`config.mk`:
```
export PLATFORM = sky130hd
export DESIGN_NAME = alu_issue_stage_flat
export DESIGN_NICKNAME = d
export VERILOG_FILES = /design/src/rtl/alu_issue_stage_if.sv /design/src/rtl/alu_issue_stage.sv /design/src/flat_wrapper.sv
export SDC_FILE = /design/constraint.sdc
export NUM_CORES = 1
export LEC_CHECK = 0
export ABC_AREA = 1
export ABC_CLOCK_PERIOD_IN_PS = 4100
export BUFFER_PORTS_ARGS = -buffer_cell sky130_fd_sc_hd__buf_2
export CORE_MARGIN = 5
export CORE_UTILIZATION = 50
export DETAILED_ROUTE_END_ITERATION = 10
export HOLD_SLACK_MARGIN = 0.15
export PLACE_DENSITY_LB_ADDON = 0.15
export SYNTH_ARGS = -nofsm -noshare
export SYNTH_HDL_FRONTEND = slang
export SYNTH_SLANG_ARGS = --single-unit
```
`constraint.sdc`:
```
create_clock -name clk -period 4.1 [get_ports clk]
set_clock_uncertainty 0.15 [all_clocks]
set_input_delay 0.41 -clock clk [delete_from_list [all_inputs] [get_ports clk]]
set_output_delay 0.41 -clock clk [all_outputs]
set_load 0.02 [all_outputs]
```
`src/rtl/alu_issue_stage_if.sv`:
```
// Boundary bundle of the ALU issue stage: decode handshake, squash, bypass sources and ALU side.
// The master modport is the issue stage itself; slave is the surrounding pipeline.
interface alu_issue_stage_if;
    logic        id_valid;
    logic        id_ready;
    logic [3:0]  id_op;
    logic [1:0]  id_rs1;
    logic [1:0]  id_rs2;
    logic [15:0] id_rs1_data;
    logic [15:0] id_rs2_data;
    logic        id_use_rs2;
    logic [15:0] id_imm;
    logic [1:0]  id_rd;
    logic        id_reg_write;
    logic        id_mem_read;

    logic        flush;

    logic        exm_valid;
    logic        exm_reg_write;
    logic        exm_mem_read;
    logic [1:0]  exm_rd;
    logic [15:0] exm_result;
    logic        wb_valid;
    logic        wb_reg_write;
    logic [1:0]  wb_rd;
    logic [15:0] wb_data;

    logic        ex_ready;
    logic        ex_valid;
    logic [3:0]  ex_op;
    logic [15:0] ex_a;
    logic [15:0] ex_b;
    logic [1:0]  ex_rd;
    logic        ex_reg_write;
    logic        ex_mem_read;

    modport master (
        input  id_valid, id_op, id_rs1, id_rs2, id_rs1_data, id_rs2_data,
               id_use_rs2, id_imm, id_rd, id_reg_write, id_mem_read,
               flush,
               exm_valid, exm_reg_write, exm_mem_read, exm_rd, exm_result,
               wb_valid, wb_reg_write, wb_rd, wb_data,
               ex_ready,
        output id_ready,
               ex_valid, ex_op, ex_a, ex_b, ex_rd, ex_reg_write, ex_mem_read
    );

    modport slave (
        output id_valid, id_op, id_rs1, id_rs2, id_rs1_data, id_rs2_data,
               id_use_rs2, id_imm, id_rd, id_reg_write, id_mem_read,
               flush,
               exm_valid, exm_reg_write, exm_mem_read, exm_rd, exm_result,
               wb_valid, wb_reg_write, wb_rd, wb_data,
               ex_ready,
        input  id_ready,
               ex_valid, ex_op, ex_a, ex_b, ex_rd, ex_reg_write, ex_mem_read
    );
endinterface

```
`src/rtl/alu_issue_stage.sv`:
```
// One-entry issue buffer between decode and the ALU with operand bypass and load-use stall.
// Define ALU_ISSUE_FORWARD_EN to bypass from EX/MEM; otherwise any EX/MEM match stalls.
module alu_issue_stage (
    input  logic               clk,
    input  logic               reset,
    alu_issue_stage_if.master  bus
);

    typedef enum logic {EMPTY = 1'b0, HOLD = 1'b1} state_t;

    state_t      state_q, state_d;
    logic [3:0]  op_q;
    logic [1:0]  rs1_q, rs2_q, rd_q;
    logic        use_rs2_q, reg_write_q, mem_read_q;
    logic [15:0] a_q, b_q;

    logic        full;
    logic        exm_hit1, exm_hit2, wb_hit1, wb_hit2;
    logic        hazard, issue, advance, capture;
    logic [15:0] fwd_a, fwd_b;

    assign full = (state_q == HOLD);

    always_comb begin
        exm_hit1 = full && bus.exm_valid && bus.exm_reg_write && (bus.exm_rd == rs1_q);
        exm_hit2 = full && bus.exm_valid && bus.exm_reg_write && use_rs2_q && (bus.exm_rd == rs2_q);
        wb_hit1  = full && bus.wb_valid && bus.wb_reg_write && (bus.wb_rd == rs1_q);
        wb_hit2  = full && bus.wb_valid && bus.wb_reg_write && use_rs2_q && (bus.wb_rd == rs2_q);
    end

`ifdef ALU_ISSUE_FORWARD_EN
    // EX/MEM is younger than WB, so it takes priority; a load there has no data yet.
    always_comb begin
        fwd_a  = wb_hit1 ? bus.wb_data : a_q;
        fwd_b  = wb_hit2 ? bus.wb_data : b_q;
        if (exm_hit1) fwd_a = bus.exm_result;
        if (exm_hit2) fwd_b = bus.exm_result;
        hazard = (exm_hit1 || exm_hit2) && bus.exm_mem_read;
    end
`else
    // Without the EX/MEM bypass only the register-file write-through remains.
    always_comb begin
        fwd_a  = wb_hit1 ? bus.wb_data : a_q;
        fwd_b  = wb_hit2 ? bus.wb_data : b_q;
        hazard = exm_hit1 || exm_hit2;
    end
`endif

    assign issue            = full && !hazard;
    assign advance          = issue && bus.ex_ready;
    assign capture          = bus.id_valid && bus.id_ready;
    assign bus.id_ready     = !bus.flush && (!full || advance);
    assign bus.ex_valid     = issue;
    assign bus.ex_op        = op_q;
    assign bus.ex_a         = fwd_a;
    assign bus.ex_b         = fwd_b;
    assign bus.ex_rd        = rd_q;
    assign bus.ex_reg_write = issue && reg_write_q;
    assign bus.ex_mem_read  = issue && mem_read_q;

    always_comb begin
        state_d = state_q;
        if (bus.flush)    state_d = EMPTY;
        else if (capture) state_d = HOLD;
        else if (advance) state_d = EMPTY;
    end

    always_ff @(posedge clk or posedge reset) begin
        if (reset) state_q <= EMPTY;
        else        state_q <= state_d;
    end

    // A stalled entry re-latches its bypassed operands so they outlive the producer.
    always_ff @(posedge clk or posedge reset) begin
        if (reset) begin
            op_q        <= 4'b0000;
            rs1_q       <= 2'd0;
            rs2_q       <= 2'd0;
            rd_q        <= 2'd0;
            use_rs2_q   <= 1'b0;
            reg_write_q <= 1'b0;
            mem_read_q  <= 1'b0;
            a_q         <= 16'h0000;
            b_q         <= 16'h0000;
        end else if (capture) begin
            op_q        <= bus.id_op;
            rs1_q       <= bus.id_rs1;
            rs2_q       <= bus.id_rs2;
            rd_q        <= bus.id_rd;
            use_rs2_q   <= bus.id_use_rs2;
            reg_write_q <= bus.id_reg_write;
            mem_read_q  <= bus.id_mem_read;
            a_q         <= bus.id_rs1_data;
            b_q         <= bus.id_use_rs2 ? bus.id_rs2_data : bus.id_imm;
        end else if (full && !advance && !bus.flush) begin
            a_q         <= fwd_a;
            b_q         <= fwd_b;
        end
    end

endmodule

```
`src/flat_wrapper.sv`:
```
// flat-port wrapper written by rule: the top's interface ports become plain ports
module alu_issue_stage_flat 
  (clk, reset, bus_id_valid, bus_id_op, bus_id_rs1, bus_id_rs2, bus_id_rs1_data, bus_id_rs2_data, bus_id_use_rs2, bus_id_imm, bus_id_rd, bus_id_reg_write, bus_id_mem_read, bus_flush, bus_exm_valid, bus_exm_reg_write, bus_exm_mem_read, bus_exm_rd, bus_exm_result, bus_wb_valid, bus_wb_reg_write, bus_wb_rd, bus_wb_data, bus_ex_ready, bus_id_ready, bus_ex_valid, bus_ex_op, bus_ex_a, bus_ex_b, bus_ex_rd, bus_ex_reg_write, bus_ex_mem_read);
  alu_issue_stage_if bus_i ();
  input  logic clk;
  input  logic reset;
  input wire logic [$bits(bus_i.id_valid)-1:0] bus_id_valid;
  input wire logic [$bits(bus_i.id_op)-1:0] bus_id_op;
  input wire logic [$bits(bus_i.id_rs1)-1:0] bus_id_rs1;
  input wire logic [$bits(bus_i.id_rs2)-1:0] bus_id_rs2;
  input wire logic [$bits(bus_i.id_rs1_data)-1:0] bus_id_rs1_data;
  input wire logic [$bits(bus_i.id_rs2_data)-1:0] bus_id_rs2_data;
  input wire logic [$bits(bus_i.id_use_rs2)-1:0] bus_id_use_rs2;
  input wire logic [$bits(bus_i.id_imm)-1:0] bus_id_imm;
  input wire logic [$bits(bus_i.id_rd)-1:0] bus_id_rd;
  input wire logic [$bits(bus_i.id_reg_write)-1:0] bus_id_reg_write;
  input wire logic [$bits(bus_i.id_mem_read)-1:0] bus_id_mem_read;
  input wire logic [$bits(bus_i.flush)-1:0] bus_flush;
  input wire logic [$bits(bus_i.exm_valid)-1:0] bus_exm_valid;
  input wire logic [$bits(bus_i.exm_reg_write)-1:0] bus_exm_reg_write;
  input wire logic [$bits(bus_i.exm_mem_read)-1:0] bus_exm_mem_read;
  input wire logic [$bits(bus_i.exm_rd)-1:0] bus_exm_rd;
  input wire logic [$bits(bus_i.exm_result)-1:0] bus_exm_result;
  input wire logic [$bits(bus_i.wb_valid)-1:0] bus_wb_valid;
  input wire logic [$bits(bus_i.wb_reg_write)-1:0] bus_wb_reg_write;
  input wire logic [$bits(bus_i.wb_rd)-1:0] bus_wb_rd;
  input wire logic [$bits(bus_i.wb_data)-1:0] bus_wb_data;
  input wire logic [$bits(bus_i.ex_ready)-1:0] bus_ex_ready;
  output wire logic [$bits(bus_i.id_ready)-1:0] bus_id_ready;
  output wire logic [$bits(bus_i.ex_valid)-1:0] bus_ex_valid;
  output wire logic [$bits(bus_i.ex_op)-1:0] bus_ex_op;
  output wire logic [$bits(bus_i.ex_a)-1:0] bus_ex_a;
  output wire logic [$bits(bus_i.ex_b)-1:0] bus_ex_b;
  output wire logic [$bits(bus_i.ex_rd)-1:0] bus_ex_rd;
  output wire logic [$bits(bus_i.ex_reg_write)-1:0] bus_ex_reg_write;
  output wire logic [$bits(bus_i.ex_mem_read)-1:0] bus_ex_mem_read;
  assign bus_i.id_valid = bus_id_valid;
  assign bus_i.id_op = bus_id_op;
  assign bus_i.id_rs1 = bus_id_rs1;
  assign bus_i.id_rs2 = bus_id_rs2;
  assign bus_i.id_rs1_data = bus_id_rs1_data;
  assign bus_i.id_rs2_data = bus_id_rs2_data;
  assign bus_i.id_use_rs2 = bus_id_use_rs2;
  assign bus_i.id_imm = bus_id_imm;
  assign bus_i.id_rd = bus_id_rd;
  assign bus_i.id_reg_write = bus_id_reg_write;
  assign bus_i.id_mem_read = bus_id_mem_read;
  assign bus_i.flush = bus_flush;
  assign bus_i.exm_valid = bus_exm_valid;
  assign bus_i.exm_reg_write = bus_exm_reg_write;
  assign bus_i.exm_mem_read = bus_exm_mem_read;
  assign bus_i.exm_rd = bus_exm_rd;
  assign bus_i.exm_result = bus_exm_result;
  assign bus_i.wb_valid = bus_wb_valid;
  assign bus_i.wb_reg_write = bus_wb_reg_write;
  assign bus_i.wb_rd = bus_wb_rd;
  assign bus_i.wb_data = bus_wb_data;
  assign bus_i.ex_ready = bus_ex_ready;
  assign bus_id_ready = bus_i.id_ready;
  assign bus_ex_valid = bus_i.ex_valid;
  assign bus_ex_op = bus_i.ex_op;
  assign bus_ex_a = bus_i.ex_a;
  assign bus_ex_b = bus_i.ex_b;
  assign bus_ex_rd = bus_i.ex_rd;
  assign bus_ex_reg_write = bus_i.ex_reg_write;
  assign bus_ex_mem_read = bus_i.ex_mem_read;
  alu_issue_stage u_core (.clk(clk), .reset(reset), .bus(bus_i));
endmodule
```
==> impl_results.md, run 1 <==
* Pwr Density at between 300 and 400 nW/um2
* Synth-to-Final Area Change at 23.6%
* Synthesized Nets at 582
* CTS max path bufs at 2
* Initial Util at roughly half
* Period Utilization, post-route at between 70% and 80%
* Die area at between 7000 and 8000 um2
* Met1 usage at about 30%
* Maximum VDD drop at between 0.2 and 0.25 mV
* PnR worst setup slack at between 1000 and 1500 ps
* Most frequent cells in the layout: 160 x nand2_1, 131 x buf_2, 71 x inv_1
* Hold Path Class: input port to asynchronous set/reset pin
* Most common cell after layout, fill and taps aside: nand2_1
* Max Slew Vio Count at 0
* Seq/Total Area, Yosys at between 30 and 40%
* Vias in the first global route at between 3,000 and 4,000
* Tot GR Track Use at ~23%
* Reg2reg setup slack at 1510 ps
* Seq cells post-synth at 46
* Iteration-0 DRC count of the detailed router at roughly 210
* GRT busiest layer: met2
* TritonCTS Buffers at 5
* Post-route minimum period at between 2000 and 3000 ps
* # port buffers at 131
* CTS tree: yes
* Clock slew at reported path FFs at ~90 ps
* Slew @ Worst Pin at between 900 and 1000 ps
* Unrepaired setup endpoints after global routing: no
* Final setup fails at 0
* End of the worst register-to-register path: u_core.b_q[0]
* Yosys warns at 0
* Final Hold Fails at 0
* Root Driver: clkbuf_8
* Residual DRC at 0
* PnR Total Power at approximately 1.4 mW
* Synth unique cells at 23
* Via density at around 5
* Met3 GRT Util at approximately 5.8%
* Fraction of layout cells with a size suffix above 1 at about 25%
* Clock Sinks at 46
* Crit path launch type: register
* Htree depth at 2
* MaxCap Viol Count at 0
* Core area at a little under 6000 um2
* Routability cong. at about 0.8
* Ports at approximately 150
* Fin util at 63.9%
* Postcts setup bufs at 0
* FMAX at roughly 0.34 GHz
* Met2 Resource Use GR at 39.8%
* Slew Limit Headroom at between 30% and 40%
* Peak fanout along the critical path at 24
* FF-to-FF path depth at 12
* Post-Route WL at roughly 8900 um
* DRT Pass-1 Iters at 4
* Die height at approximately 88 um
* TNS Setup at 0 ps
* Cells after Synth at 475
* Resized Gates After CTS at 0
* Post-route ant nets at 0
* Antenna violations before repair at 0
* Synthesized area at 3080 um2
* Mean post-synth cell area at about 6.5 um2
* Vias after detailed routing at between 3,000 and 4,000
* Row cnt at 28
* # hold bufs at CTS at 0
* Pre-CTS WS at roughly 1400 ps
* Nets at between 600 and 700
* ANT cells at 0
* WP data required at 3540 ps
* Filler cells at 590
* Worst path arrival time at between 2000 and 2500 ps
* Total gr overflow at 0
* First-pass GRT wire length at ~14,000 um
* DP HPWL at 6390 um
* Largest net degree at the start of global routing at 47
* Worst skew pair latency at about 290 ps
* Crit end category: primary output
* Outcome: complete, no violations
* Drt wl/cell at 13.4 um
* FF-to-FF Start: u_core.rs2_q[1]
* Die span in x at ~88 um
* Worst Path Class, Setup: register to primary output
* P_leak at roughly 2.4 nW
==> Yosys cell counts <==
cell      instances  area (um2)
buf_4             2        15.0
o22ai_1           1        6.26
inv_1            72         270
o21ai_0          23         115
clkbuf_1          6        22.5
a21oi_1           5        25.0
buf_2            16        80.1
o21bai_4          1        18.8
nand3_1          44         220
clkinv_2          1        5.00
nand4_1          14        87.6
nand2_1         160         601
a21oi_2           2        17.5
clkinv_1          1        3.75
o21ai_1           9        45.0
nor2_1           50         188
buf_1             2        7.51
xnor2_1           1        8.76
o21ai_2           1        8.76
dfrtp_1          46        1150
xnor2_2           1        16.3
nand2_2           1        6.26
mux2i_1          16         160
==> state kept, by name, summed over array words and instances, names as in the netlist <==
| signal | count |
|---|---|
| u_core.a_q | 16 |
| u_core.b_q | 16 |
| u_core.bus.ex_op | 4 |
| u_core.bus.ex_rd | 2 |
| u_core.full | 1 |
| u_core.mem_read_q | 1 |
| u_core.reg_write_q | 1 |
| u_core.rs1_q | 2 |
| u_core.rs2_q | 2 |
| u_core.use_rs2_q | 1 |
==> worst max path at each step <==
stage,endpoint,start,depth (start not counted)
after global routing,bus_ex_b[12],u_core.rs2_q[1],7
after detailed placement,bus_ex_a[3],bus_wb_rd[1],8
after global placement,bus_ex_a[3],bus_wb_rd[1],8
final,bus_ex_a[3],u_core.rs1_q[1],7
after floorplan,bus_ex_a[1],bus_wb_rd[1],5
after CTS,bus_ex_a[3],u_core.rs1_q[1],7
==> final cells by class <==
class	instances	area, um2	share of cell area (%)
Multi-Input combinational cell	329	1520	40.1
Sequential cell	46	1150	30.3
Timing Repair Buffer	134	678	17.8
Inverter	74	279	7.33
Tap cell	75	93.8	2.47
Clock buffer	5	68.8	1.81
Clock inverter	2	10.0	0.263
==> power by group <==
group	internal, mW	switching [mW]
Sequential	0.532	0.0423
Combinational	0.188	0.341
Clock	0.115	0.153
==> per-stage QoR <==
stage	hold slack (ps)	cell area, um2	std cells
2_1_floorplan	299	3080	475
6_report	173	3800	665
3_5_place_dp	316	3730	658
5_1_grt	176	3800	665
3_3_place_gp	312	3730	658
4_1_cts	183	3800	665
==> worst max-delay path, cell delays in order, from the launching register on <==
cell and delay (ps):
dfrtp_1 400, inv_1 90, nand2_1 80, a21oi_2 460, nand2_2 430, o21ai_0 400, inv_1 70, buf_2 160
==> metal layers <==
layer  vias up  wire length, um
met5         -                0
met4         0               36
met3         4              826
met2       126             4260
met1      1513             3780
li1       1698                -
==> cell families after synthesis <==
group / after synthesis / share of synthesized area, %
AND/OR/NAND/NOR: 269 / 35.8
buffers and inverters: 100 / 13.1
flip-flops: 46 / 37.4
AO/OA/AOI/OAI: 42 / 7.68
multiplexers: 16 / 5.20
XOR/XNOR: 2 / 0.813
Note: power is estimated with default switching activity, not from simulation.
==> run 2: changes to the inputs <==
- ABC_AREA: 1 -> 0
- ABC_CLOCK_PERIOD_IN_PS: 4100 -> 2700
- CORE_UTILIZATION: 50 -> 41
- clock period: 4.1 -> 2.7 ns (I/O delays scaled with it)
==> run 2 against run 1 <==
Net effect: core utilization decreased by 3.4 points; sequential cell count unchanged; count of clock-buffer cells in the layout unchanged; synthesized cell count decreased by 43%; register-to-register slack got worse by 1100 ps; die area increased by 7.2%; clock power increased by 96%; hold slack got worse by 17 ps; wire length decreased by 6.7%; global-route usage decreased by 3.4 points; critical path type unchanged.
==> impl_results.md, run 2 <==
* Die span in x at 91.6 um
* Seq/Total Area, Yosys at about 42%
* First-pass GRT wire length at between 10,000 and 15,000 um
* Total gr overflow at 0
* Yosys warns at 0
* ANT cells at 0
* Fraction of layout cells with a size suffix above 1 at between 40% and 50%
* Most frequent cells in the layout: 131 x buf_2, 46 x dfrtp_1, 45 x nor2_1, 45 x mux2_2, 34 x nor3_1
* Vias after detailed routing at ~2,700
* Die area at 8390 um2
* Tot GR Track Use at approximately a fifth
* DP HPWL at around 5900 um
* Max Slew Vio Count at 0
* Peak fanout along the critical path at 16
* Slew @ Worst Pin at roughly 740 ps
* Cell taking the most area after synthesis: dfrtp_1
* Root Driver: clkbuf_8
* Worst hold stages at 3
* Max stage delay on crit path at ~510 ps
* Fin util at between 60 and 70%
* Residual DRC at 0
* Cells after Synth at around 270
* Seq pwr share at 39.8%
* MaxCap Viol Count at 0
* Htree depth at 2
* Hold Path Class: input port to register
* Post-route ant nets at 0
* Final Hold Fails at 0
* Seq cells post-synth at 46
* CP cell instances: nand3_2 -> or4_1 -> buf_4 -> mux2_4 -> buf_2
* Slew Limit Headroom at 50.6%
* TNS Setup at 0 ps
* Met3 routed WL at 585 um
* Int Power at approximately 1.5 mW
* Unrepaired setup endpoints after global routing: no
* Hold Path End: u_core.a_q[7]
* Synth Area in Simple Gates at between 10% and 20%
* Mean post-synth cell area at 10.0 um2
* Met2 wire len at just over 4000 um
* Crit path launch type: register
* Compound-Gate Fraction of Synth Area at a little under a tenth
* Post-synthesis adder-cell area fraction at 0%
* Critical path startpoint: u_core.full
* Routability cong. at 0.793
* WP data required at approximately 2300 ps
* Highest metal used: met4
* Worst skew pair latency at approximately 300 ps
* CTS tree: yes
* Nets at roughly 530
* FF-to-FF Start: u_core.full
* Largest net degree at the start of global routing at 36
* End of the worst register-to-register path: u_core.b_q[14]
* Core area at ~6400 um2
* Period Utilization, post-route at between 90% and 100%
* Comb pwr share at 36.8%
* Clk pwr share at 23.4%
* Worst path arrival time at 2080 ps
* WL met1 at 3540 um
* Final setup fails at 0
* Post-route minimum period at between 2000 and 3000 ps
* P_leak at 1.74 nW
* Filler cells at roughly 590
* Reg2reg setup slack at 380 ps
* Resized Gates After CTS at 0
* Antenna violations before repair at 0
* Pwr Density at 577 nW/um2
* PnR worst setup slack at 197 ps
* FF-to-FF path depth at 6
* Drt wl/cell at between 15 and 20 um
* Maximum VDD drop at 0.281 mV
* Clock slew at reported path FFs at 90 ps
* Largest family of logic cells by synthesized area: multiplexers
* Count leader, synth: dfrtp_1
* Slowest-stage cell, CP: or4_1
* Clock Sinks at between 40 and 50
* Post-synth top flop: dfrtp_1
* Synthesized Nets at 379
* Crit end category: primary output
* Multi-input gate area at approximately 1500 um2
* Initial Util at 42.5%
* DRT Pass-1 Iters at 5
* Ports at roughly 150
* Post-Route WL at around 8300 um
* # port buffers at ~130
* Pre-CTS WS at roughly 360 ps
* P_sw at just under 0.8 mW
* Sw Ratio at 34.6%
* Row cnt at 29
* Ys async rst share at between 90% and 100%
* Iteration-0 DRC count of the detailed router at 63
* Area contributors post-synth: dfrtp_1 42%, mux2_2 19%, nor3_1 6.2%, nor2_1 6.2%, mux2i_1 5.5%
* Worst hold margin at about 160 ps
* PnR Total Power at between 2 and 2.5 mW
* Via density at approximately 5.3
* Worst Path Class, Setup: register to primary output
* Die height at ~90 um
* Synthesized area at about 2700 um2
* FF/Latch Area at 1150 um2
* Post-synthesis mux area share at about a quarter
* EDFF count, synth at 0
* Most common cell after layout, fill and taps aside: buf_2
* HP Start: bus_id_rs1_data[7]
* Synth unique cells at 28
* CTS max path bufs at 2
* Post-synthesis xor/xnor area fraction at under 10%
* Outcome: complete, no violations
* FMAX at ~0.40 GHz
* Synth cell count leaders: 46 x dfrtp_1, 45 x mux2_2, 45 x nor2_1, 34 x nor3_1, 17 x clkbuf_1
* Synth-to-Final Area Change at 42.3%
* Synth top area share at between 40% and 50%
* TritonCTS Buffers at 5
* Vias in the first global route at 2,712
## run 2: changes by cell type after synthesis, sizes merged, moves of 11 or more
cell,change
buf,-14
inv,-68
nand3,-41
a211oi,+13
a311oi,+15
o21ai,-33
clkbuf,+11
nand4,-13
mux2,+46
nand2,-159
nor3,+35
## run 2: metrics by stage
| stage | instance area (um2) | std cells |
|---|---|---|
| 4_1_cts | 3880 | 503 |
| 5_1_grt | 3880 | 503 |
| 2_1_floorplan | 2730 | 272 |
| 3_3_place_gp | 3490 | 467 |
| 6_report | 3880 | 503 |
| 3_5_place_dp | 3490 | 467 |
## run 2: cell families (layout without fill, tap and decap cells)
family	count (synthesis)	count (layout)
simple gates	99	99
mux	61	61
flops	46	46
compound gates	31	31
buf+inv	27	181
xor+xnor	8	8
## run 2: area by class of cell
class                           instances  area share [%]
Clock inverter                          3            1.16
Multi-Input combinational cell        199            38.6
Clock buffer                            5            1.77
Timing Repair Buffer                  169            26.0
Tap cell                               77            2.48
Sequential cell                        46            29.6
Inverter                                4           0.386
## run 2: how the worst max path moves through the flow
stage	end	slack, ps
2_1_floorplan	u_core.b_q[14]	490
3_3_place_gp	u_core.b_q[14]	380
3_5_place_dp	u_core.b_q[14]	360
4_1_cts	bus_ex_b[14]	170
5_1_grt	bus_ex_b[7]	90
6_report	bus_ex_b[14]	200
## run 2: layer usage
metal,track usage (%),vias to the layer above
met5,0,-
met4,5.65,0
met3,4.88,12
met2,33.6,91
met1,24.8,1255
li1,-,1297
## run 2: critical path, delay by kind of cell (launching register included)
kind / cells / cell delay (ps)
AND/OR/NAND/NOR: 2 / 640
flip-flops: 1 / 430
buffers and inverters: 2 / 390
multiplexers: 1 / 320
## run 2: power by group through the flow
stage / logic (mW) / clock network [mW] / registers [mW]
4_1_cts: 0.832 / 0.538 / 0.890
2_1_floorplan: 0.515 / 0 / 0.908
3_3_place_gp: 0.788 / 0 / 0.895
3_5_place_dp: 0.798 / 0 / 0.905
6_report: 0.826 / 0.524 / 0.892
5_1_grt: 0.904 / 0.567 / 0.908
## run 2: repair_timing
item / CTS / global route
endpoints found under the hold margin: 46 / 0
setup buffers: 0 / 0
hold buffers: 28 / 0
==> run 3: changes to the inputs <==
- CORE_UTILIZATION: 41 -> 35
- TNS_END_PERCENT: not set -> 100
==> run 3 against run 2 <==
Net effect: count of clock-buffer cells in the layout stayed put; cell area increased by 1.1%; critical path depth is the same; clock power up 2%; sequential cell count did not move; cell count is 5.2% higher; first-iteration DRC count shrank 24%; non-clock buffer count rose by 1; largest power group unchanged.
==> impl_results.md, run 3 (synthesis results as in run 2) <==
* Most common cell after layout, fill and taps aside: buf_2
* Total gr overflow at 0
* DP HPWL at between 5000 and 6000 um
* CTS max path bufs at 2
* Nets at around 530
* Post-Route WL at 8600 um
* Sw Ratio at a little over a third
* Clock slew at reported path FFs at around 90 ps
* Vias after detailed routing at ~2,700
* MaxCap Viol Count at 0
* Core area at approximately 7600 um2
* Residual DRC at 0
* Pwr Density at between 500 and 600 nW/um2
* Seq pwr share at around two fifths
* Outcome: complete, no violations
* Crit path launch type: register
* Root Driver: clkbuf_8
* Hold Path Class: input port to register
* Period Utilization, post-route at a little over nine tenths
* TNS Setup at 0 ps
* Iteration-0 DRC count of the detailed router at 48
* Antenna violations before repair at 0
* Peak fanout along the critical path at 16
* Ports at ~150
* Placed instance count at between 400 and 500
* Worst path arrival time at between 2000 and 2500 ps
* Slew @ Worst Pin at ~740 ps
* Multi-input gate area at around 1500 um2
* Final setup fails at 0
* Largest net degree at the start of global routing at between 40 and 50
* P_sw at roughly 0.8 mW
* Postcts setup bufs at 0
* Comb pwr share at 36.8%
* PnR Total Power at about 2.3 mW
* Die span in x at 98.3 um
* FMAX at 0.394 GHz
* P_leak at between 1.5 and 2 nW
* Unrepaired setup endpoints after global routing: no
* Crit end category: primary output
* Fraction of layout cells with a size suffix above 1 at between 40% and 50%
* Maximum VDD drop at between 0.2 and 0.3 mV
* CTS tree: yes
* Synth-to-Final Area Change at 43.9%
* Worst skew pair latency at around 300 ps
* First-pass GRT wire length at 14,100 um
* Via density at 5.02
* DRT Pass-1 Iters at 4
* Most frequent cells in the layout: 131 x buf_2, 46 x dfrtp_1, 45 x nor2_1, 45 x mux2_2, 34 x nor3_1
* Row cnt at 32
* Final Hold Fails at 0
* Max Slew Vio Count at 0
* FF/Latch Area at about 1200 um2
* Routability cong. at between 0.7 and 0.8
* Slew Limit Headroom at 50.9%
* Non-filler cells, final at between 500 and 600
* Vias in the first global route at around 2,800
* Drt wl/cell at around 16 um
* Die height at ~98 um
* WP data required at roughly 2300 ps
* Clock Sinks at 46
* Clk pwr share at 23.7%
* Die area at 9670 um2
* Htree depth at 2
* Post-route ant nets at 0
* Post-route minimum period at about 2500 ps
* Tot GR Track Use at between 10% and 20%
* TritonCTS Buffers at 5
* Worst Path Class, Setup: register to primary output
* Fin util at 51.4%
* Filler cells at roughly 750
* ANT cells at 0
* Int Power at ~1.5 mW
* # port buffers at approximately 130
* Initial Util at about 36%
-- run 3: through the flow --
step	hold WS, ps	setup WS (ps)	area [um2]
detailed placement	323	337	3510
CTS	157	140	3930
finish	166	163	3930
global placement	323	364	3510
floorplan	270	489	2730
global route	169	45.5	3930
-- run 3: timing repair --
item	4_1_cts	5_1_grt
hold buffers	30	0
hold endpoints to repair	75	0
resized for setup	0	0
-- run 3: path summary, 6_finish.rpt --
path,startpoint,endpoint,slack (ps),cells past startpoint
max in group asynchronous,reset,u_core.a_q[11],1450,4
setup / recovery,u_core.full,bus_ex_b[14],160,5
hold reg to reg,u_core.bus.ex_op[1],u_core.bus.ex_op[1],360,1
min in group asynchronous,reset,u_core.bus.ex_op[3],530,4
hold / removal,bus_id_rs2_data[3],u_core.b_q[3],170,3
setup reg to reg,u_core.full,u_core.b_q[14],330,6
-- run 3: layer usage --
layer | GRT usage [%] | vias up | wire, um | part of all wire (%)
li1 | - | 1296 | - | -
met3 | 3.21 | 12 | 452 | 5.3
met5 | 0 | - | 0 | 0
met4 | 5.67 | 0 | 144 | 1.7
met1 | 23.5 | 1267 | 3790 | 44
met2 | 29.5 | 81 | 4210 | 49
-- run 3: power groups by stage --
stage	Combinational, mW	Sequential (mW)	Clock [mW]
floorplan	0.515	0.908	0
global placement	0.792	0.896	0
detailed placement	0.802	0.903	0
CTS	0.839	0.888	0.551
global route	0.911	0.906	0.579
finish	0.830	0.889	0.534
-- run 3: worst max-delay path: stages, from the launching register on --
cell	delay, ps
dfrtp_1	430
nand3_2	130
or4_1	530
buf_4	230
mux2_4	320
buf_2	160
-- run 3: final cells by class --
| type | count | area share (%) |
|---|---|---|
| repair buffers | 170 | 26.1 |
| multi-input cells | 199 | 38.1 |
| clock inverters | 3 | 1.15 |
| well taps | 102 | 3.25 |
| clock buffers | 5 | 1.75 |
| inverters | 4 | 0.382 |
| flip-flops and latches | 46 | 29.3 |
